[src/rtl/button_debouncer.sv]
// Push-button conditioner: 2-flop sync, stable-count debounce,
// and registered press / release / long-press pulses per channel.
module button_debouncer #(
  parameter int NUM_BTN         = 4,
  parameter int DEBOUNCE_CYCLES = 16,
  parameter int LONG_CYCLES     = 1000
) (
  input  logic               clk,
  input  logic               n_rst,
  input  logic [NUM_BTN-1:0] raw_btn,
  output logic [NUM_BTN-1:0] btn_level,
  output logic [NUM_BTN-1:0] press_pulse,
  output logic [NUM_BTN-1:0] release_pulse,
  output logic [NUM_BTN-1:0] long_pulse
);

  if (DEBOUNCE_CYCLES < 2 || LONG_CYCLES < 1) begin : g_param_chk
    $fatal(1, "button_debouncer: illegal DEBOUNCE_CYCLES/LONG_CYCLES");
  end

  localparam int DW = $clog2(DEBOUNCE_CYCLES);
  localparam int HW = $clog2(LONG_CYCLES + 1);
  localparam logic [DW-1:0] DB_MAX = DW'(DEBOUNCE_CYCLES - 1);
  localparam logic [HW-1:0] HOLD_MAX = HW'(LONG_CYCLES - 1);

  // Bit 0 is the debounced level, bit 1 the long-press-done flag.
  typedef enum logic [1:0] {
    ST_IDLE    = 2'b00,
    ST_PRESSED = 2'b01,
    ST_HELD    = 2'b11
  } state_e;

  logic [NUM_BTN-1:0] s1_q;
  logic [NUM_BTN-1:0] s2_q;
  logic [DW-1:0]      cnt_q   [NUM_BTN];
  logic [DW-1:0]      cnt_d   [NUM_BTN];
  logic [HW-1:0]      hold_q  [NUM_BTN];
  logic [HW-1:0]      hold_d  [NUM_BTN];
  state_e             state_q [NUM_BTN];
  state_e             state_d [NUM_BTN];
  logic [NUM_BTN-1:0] press_q;
  logic [NUM_BTN-1:0] press_d;
  logic [NUM_BTN-1:0] rel_q;
  logic [NUM_BTN-1:0] rel_d;
  logic [NUM_BTN-1:0] long_q;
  logic [NUM_BTN-1:0] long_d;
  logic [NUM_BTN-1:0] level;
  logic [NUM_BTN-1:0] accept;

  always_comb begin
    level = '0;
    for (int i = 0; i < NUM_BTN; i++) begin
      level[i] = (state_q[i] != ST_IDLE);
    end
  end

  always_comb begin
    cnt_d   = cnt_q;
    hold_d  = hold_q;
    state_d = state_q;
    press_d = '0;
    rel_d   = '0;
    long_d  = '0;
    accept  = '0;
    for (int i = 0; i < NUM_BTN; i++) begin
      if (s2_q[i] == level[i]) begin
        cnt_d[i] = '0;
      end else if (cnt_q[i] == DB_MAX) begin
        cnt_d[i]  = '0;
        accept[i] = 1'b1;
      end else begin
        cnt_d[i] = cnt_q[i] + DW'(1);
      end

      unique case (state_q[i])
        ST_IDLE: begin
          hold_d[i] = '0;
          if (accept[i]) begin
            state_d[i] = ST_PRESSED;
            press_d[i] = 1'b1;
          end
        end
        ST_PRESSED: begin
          // An accepted fall on the same edge beats the long pulse.
          if (accept[i]) begin
            state_d[i] = ST_IDLE;
            hold_d[i]  = '0;
            rel_d[i]   = 1'b1;
          end else if (hold_q[i] == HOLD_MAX) begin
            state_d[i] = ST_HELD;
            long_d[i]  = 1'b1;
          end else begin
            hold_d[i] = hold_q[i] + HW'(1);
          end
        end
        ST_HELD: begin
          if (accept[i]) begin
            state_d[i] = ST_IDLE;
            hold_d[i]  = '0;
            rel_d[i]   = 1'b1;
          end
        end
        default: begin
          state_d[i] = ST_IDLE;
          hold_d[i]  = '0;
        end
      endcase
    end
  end

  always_ff @(posedge clk) begin
    if (!n_rst) begin
      s1_q    <= '0;
      s2_q    <= '0;
      press_q <= '0;
      rel_q   <= '0;
      long_q  <= '0;
      for (int i = 0; i < NUM_BTN; i++) begin
        cnt_q[i]   <= '0;
        hold_q[i]  <= '0;
        state_q[i] <= ST_IDLE;
      end
    end else begin
      s1_q    <= raw_btn;
      s2_q    <= s1_q;
      press_q <= press_d;
      rel_q   <= rel_d;
      long_q  <= long_d;
      for (int i = 0; i < NUM_BTN; i++) begin
        cnt_q[i]   <= cnt_d[i];
        hold_q[i]  <= hold_d[i];
        state_q[i] <= state_d[i];
      end
    end
  end

  assign btn_level     = level;
  assign press_pulse   = press_q;
  assign release_pulse = rel_q;
  assign long_pulse    = long_q;

endmodule

[config.mk]
export PLATFORM = sky130hd
export DESIGN_NAME = button_debouncer
export DESIGN_NICKNAME = d
export VERILOG_FILES = /design/src/rtl/button_debouncer.sv
export SDC_FILE = /design/constraint.sdc
export NUM_CORES = 1
export LEC_CHECK = 0
export ABC_AREA = 1
export BUFFER_PORTS_ARGS = -buffer_cell sky130_fd_sc_hd__buf_2
export CAP_MARGIN = 20
export CORE_MARGIN = 10
export CORE_UTILIZATION = 50
export CTS_BUF_LIST = sky130_fd_sc_hd__clkbuf_4
export CTS_CLUSTER_DIAMETER = 120
export CTS_CLUSTER_SIZE = 16
export DETAILED_ROUTE_END_ITERATION = 8
export GPL_TIMING_DRIVEN = 0
export PLACE_DENSITY = 0.67
export SKIP_LAST_GASP = 1
export SYNTH_ARGS = -nofsm -noshare
export SYNTH_HDL_FRONTEND = slang
export SYNTH_SLANG_ARGS = --single-unit
[constraint.sdc]
create_clock -name clk -period 1.5 [get_ports clk]
set_input_delay 0.45 -clock clk [delete_from_list [all_inputs] [get_ports clk]]
set_output_delay 0.45 -clock clk [all_outputs]
set_load 0.01 [all_outputs]
=== After elaboration in Yosys (flattened, before gate mapping) ===
Index checks and enable logic that the tools add are counted.

* Register bits after elaboration: 84
* Bits in latches: 0
* RAM bits: 0
* Bits in read-only memories: 0
* Logic and storage cells: 163
* Memories kept: 0

* $add $sub $neg: 8
* Multiply operators: 0
* Divide/modulo/power cells: 0
* Order comparisons: 0
* Eq/ne operators: 36
* Shift-type cells: 0
* Muxes and demuxes: 52
* Bitwise gates (word level): 5
* Reductions and logical operators: 36

{| class="wikitable"
|+ Operators with widths
! kind !! number
|-
| $mux 10 || 12
|-
| $pmux 10 s2 || 4
|-
| $add 10x1->10 const B || 4
|-
| $eq 10x10->1 const B || 4
|-
| $mux 2 || 16
|-
| $ne 3x3->1 const B || 8
|-
| $pmux 2 s3 || 4
|-
| $reduce_and 2->1 || 12
|-
| $reduce_or 3->1 || 8
|-
| $add 4x1->4 const B || 4
|-
| $eq 4x4->1 const B || 4
|-
| $mux 1 || 16
|-
| $ne 2x2->1 const B || 8
|-
| $reduce_and 3->1 || 4
|-
| $eq 2x1->1 const B || 4
|-
| $eq 2x2->1 const B || 4
|-
| $logic_not 2->1 || 4
|-
| $reduce_bool 2->1 || 4
|-
| $reduce_or 2->1 || 4
|-
| $not 1->1 || 5
|-
| $eq 1x1->1 || 4
|}

=== Longest topological paths before layout ===
* Depth after elaboration: 5
* Gate-level depth with buffers: 11
* Depth with buffers taken out: 10

=== Worst setup path after synthesis ===
Ideal clock, no wire load.

* Path type: reg-to-reg
* From: register hold_q[30] (netlist name)
* To: register hold_q[35] (netlist name)
* Setup time: 0.115 ns
* Arrival: 1.295 ns
* Required time: 1.385 ns
* Path slack: 0.090 ns
* Stages on the path, launching flop included: 10
* Period minus slack after synthesis: 1.410 ns
* Cell sequence: dfxtp_1 ha_1 nand2_1 nor2_1 nand3_1 nand2_4 nand2_4 buf_6 a21oi_1 nor2_1

* Word-level cells in the longest chain between the ends: 4
* Elaborated cells between the ends (all ways): 7
* Those cells by class: 1 x add/sub; 2 x eq/ne; 3 x mux; 1 x reduce/logical

{| class="wikitable"
|+ RTL lines
! item !! line !! text
|-
| from (decl) || 37 || <nowiki>logic [HW-1:0] hold_q [NUM_BTN];</nowiki>
|-
| from (signal, indexed assignment) || 131 || <nowiki>hold_q[i] <= hold_d[i];</nowiki>
|-
| $add 10x1->10 || 93 || <nowiki>hold_d[i] = hold_q[i] + HW'(1);</nowiki>
|-
| $mux 10 || 89 || <nowiki>end else if (hold_q[i] == HOLD_MAX) begin</nowiki>
|-
| $mux 10 || 85 || <nowiki>if (accept[i]) begin</nowiki>
|-
| $pmux 10 s2 || 75 || <nowiki>unique case (state_q[i])</nowiki>
|}

Parallel ways exist; a longest one is shown, timed or not. The select of a mux whose other input is x is not followed.
A chain may end at the register's enable or synchronous reset.

=== Worst setup path after layout ===
* From: register state_q[5] (netlist name)
* To: output port btn_level[1]

* Word-level cells in the longest chain between the ends: 1

{| class="wikitable"
|+ RTL lines
! item !! line !! text
|-
| from (decl) || 39 || <nowiki>state_e state_q [NUM_BTN];</nowiki>
|-
| from (signal, indexed assignment) || 132 || <nowiki>state_q[i] <= state_d[i];</nowiki>
|-
| $reduce_bool 2->1 || 53 || <nowiki>level[i] = (state_q[i] != ST_IDLE);</nowiki>
|-
| to (decl) || 11 || <nowiki>output logic [NUM_BTN-1:0] btn_level,</nowiki>
|}

No other way between the ends.

==> results.cfg <==
[layout]
drive_gt1_share_pct = 28.9
fillers = 616
nets = 615
multi_input_area_um2 = 1990
areaGrowthSynthToFinish_pct = 25.6
register_area_um2 = 1720
final_cell_area_um2 = 4760
diodes = 0

[logic_synthesis]
syn_inst = 530
ys.flop_type = dfxtp_1
syn-cell-area_um2 = 3790
synth_most_common_cell = nand2_1
avgSynthCellArea_um2 = 7.16
syn-num-nets = 544
seq_area_frac_synth_pct = 44.3
netlist.area_leader.share_pct = 44.3
yosysTopAreaCell = dfxtp_1
synth-edff-count = 0
synthArstFlopShare_pct = 0
synth-seq-cells = 84
yosys_warnings = 0
synth_cell_type_count = 31
synth.area.top_cells = dfxtp_1, nand2_1, nor2_1
synthTopCellsByCount = nand2_1, nor2_1, dfxtp_1

[setup_path]
critPathMaxStageDelay_ns = 0.35
crit_path_start_kind = register
crit_slowest_cell = dfxtp_2
critical_path.max_fanout = 2
critPathCaptureType = primary output
crit_family = flip-flops
crit_required_ns = 1.05
path_cells = inv_2, nand2_4, buf_6
crit_buf_inv = 2
cp_data_arrival_time_ns = 1.03
critical_path_class = register to primary output

[clocking]
clock_tree.buffer_depth = 2
root_buffer = clkbuf_4
cts_tree = done
hold_buffers = 0
clk_pin_slew_ns = 0.13
htreeDepth = 3
cts-buffers-inserted = 9
clock_latency_ns = 0.43
clock-sinks = 84

[outcome]
outcome = finished, final reports clean

[timing]
tightest_slew_ns = 0.609
rsz0062_at_grt = true
setup_slack_ns = 0.0205
slew_headroom_pct = 59.4
finalSetupViolations = 0
final_hold_viol_count = 0
period_minus_slack_ns = 1.48
setup_tns_ns = 0
layout_worst_path_cycle_share_pct = 98.6
fmax_mhz = 676
worst_hold_slack_ns = 0.199
clock_skew_ns = 0.0170
slew_violations = 0

[placed_design]
placed_cell_area_um2 = 4020
dp_slack_ns = -0.124
dp_hpwl_mm = 5.18
gp_congestion = 0.865
port_buffers = 20

[routing]
drt_iter0_drc = 154
first_pass_iters = 4
drc = 0
via_per_inst = 4.99
ant_nets = 0
post_drt_wl_per_cell_um = 11.8
routed_wirelength_mm = 8.34
vias = 3521

[global_routing]
grt_first_pass_wirelength_mm = 13.2
gr-total-overflow = 0
grt_max_degree = 14
antenna_found_initial = 0
grt_pass1_vias = 3128
grt_usage_pct = 13.9

[power_and_ir_drop]
power_density_nw_per_um2 = 757
p_leak_nw = 2.08
total_power_mw = 3.61
peakVddDrop_mv = 0.445

[floorplan]
dieArea_um2 = 11500
pin_count = 22
rows = 31
die_x_um = 107
core_um2 = 7330
start_util_pct = 51.7
die-height_um = 107

[worst_hold_path]
min_path_type = input pin to register

[flow_run]
drv_cap = 0
-- through the flow --
step,utilization [%],std cells
4_1_cts,60.1,687
2_1_floorplan,-,530
3_5_place_dp,54.8,649
6_report,65.0,705
5_1_grt,65.0,705
3_3_place_gp,54.8,649
-- power breakdown --
part,leakage (nW),internal (mW),switching (mW),total [mW]
Combinational,1.31,0.0161,0.0434,0.0596
Clock,0.0766,0.538,0.761,1.30
Sequential,0.690,2.24,0.00782,2.25
-- final cells by class --
cell class	instances	share of cell area, %
multi-input cells	363	41.7
flip-flops and latches	84	36.0
repair buffers	59	9.35
inverters	76	6.20
well taps	99	2.60
clock buffers	11	1.73
plain buffers	8	1.26
clock inverters	5	1.10
-- placed cells by master, fill, tap and decap left out, drive strengths merged --
cell / Yosys / layout
bufinv: 0 / 1
nor2: 102 / 103
nand3: 38 / 38
xnor2: 1 / 1
ha: 8 / 8
nor3b: 2 / 2
buf: 6 / 64
clkbuf: 2 / 14
o2111ai: 3 / 3
o21bai: 1 / 1
nand4: 10 / 10
nand3b: 2 / 2
clkinv: 0 / 3
clkinvlp: 0 / 1
nor4: 3 / 3
dfxtp: 84 / 84
nand2: 126 / 126
inv: 76 / 76
a21oi: 31 / 31
xor2: 5 / 5
a31oi: 1 / 1
or2: 4 / 4
nor3: 13 / 13
o21ai: 12 / 12
-- state kept, by name (all words and copies together), names as in the netlist --
register	cells
press_pulse	4
state_q	8
long_pulse	4
cnt_q	16
hold_q	40
s2_q	4
s1_q	4
release_pulse	4
-- logic make-up after synthesis --
kind of cell / count (synthesis) / synth area share (%)
AOI/OAI and AO/OA: 48 / 6.89
xor gates and xnor gates: 6 / 1.39
adders and majority gates: 8 / 2.64
buffers and inverters: 84 / 8.91
DFF: 84 / 44.3
and+or+nand+nor: 300 / 35.9
-- path summary, 6_finish.rpt --
| kind | from | end | slack [ns] | cells past startpoint |
|---|---|---|---|---|
| worst max register to register | hold_q[21] | hold_q[20] | 0.03 | 8 |
| worst max-delay path | state_q[5] | btn_level[1] | 0.02 | 3 |
| worst min-delay path | raw_btn[2] | s1_q[2] | 0.20 | 3 |
| worst min register to register | cnt_q[0] | cnt_q[0] | 0.42 | 1 |
-- layer usage --
| metal | wire [um] | vias to the layer above | track usage, % |
|---|---|---|---|
| met5 | 0 | - | 0 |
| met4 | 125 | 0 | 5.80 |
| met3 | 405 | 12 | 4.85 |
| met2 | 4110 | 75 | 23.3 |
| met1 | 3700 | 1615 | 15.9 |
| li1 | - | 1819 | - |
-- worst register-to-register path, stage by stage, from the launching register on --
cell and delay [ns]:
dfxtp_2 0.37, ha_4 0.17, nand2_4 0.10, nor2_4 0.04, nand3_2 0.06, nand2_2 0.08, buf_4 0.15, or2_2 0.27
a21oi_1 0.14
-- timing repair --
| item | in CTS | in global routing |
|---|---|---|
| setup buffers | 22 | 15 |
| cloned | 0 | 3 |
| setup endpoints to repair | 34 | 44 |
| pin swaps | 6 | 19 |
| endpoints found under the hold margin | 0 | 0 |
| gates resized for setup | 40 | 53 |
Power figures use the tool's default switching activity.
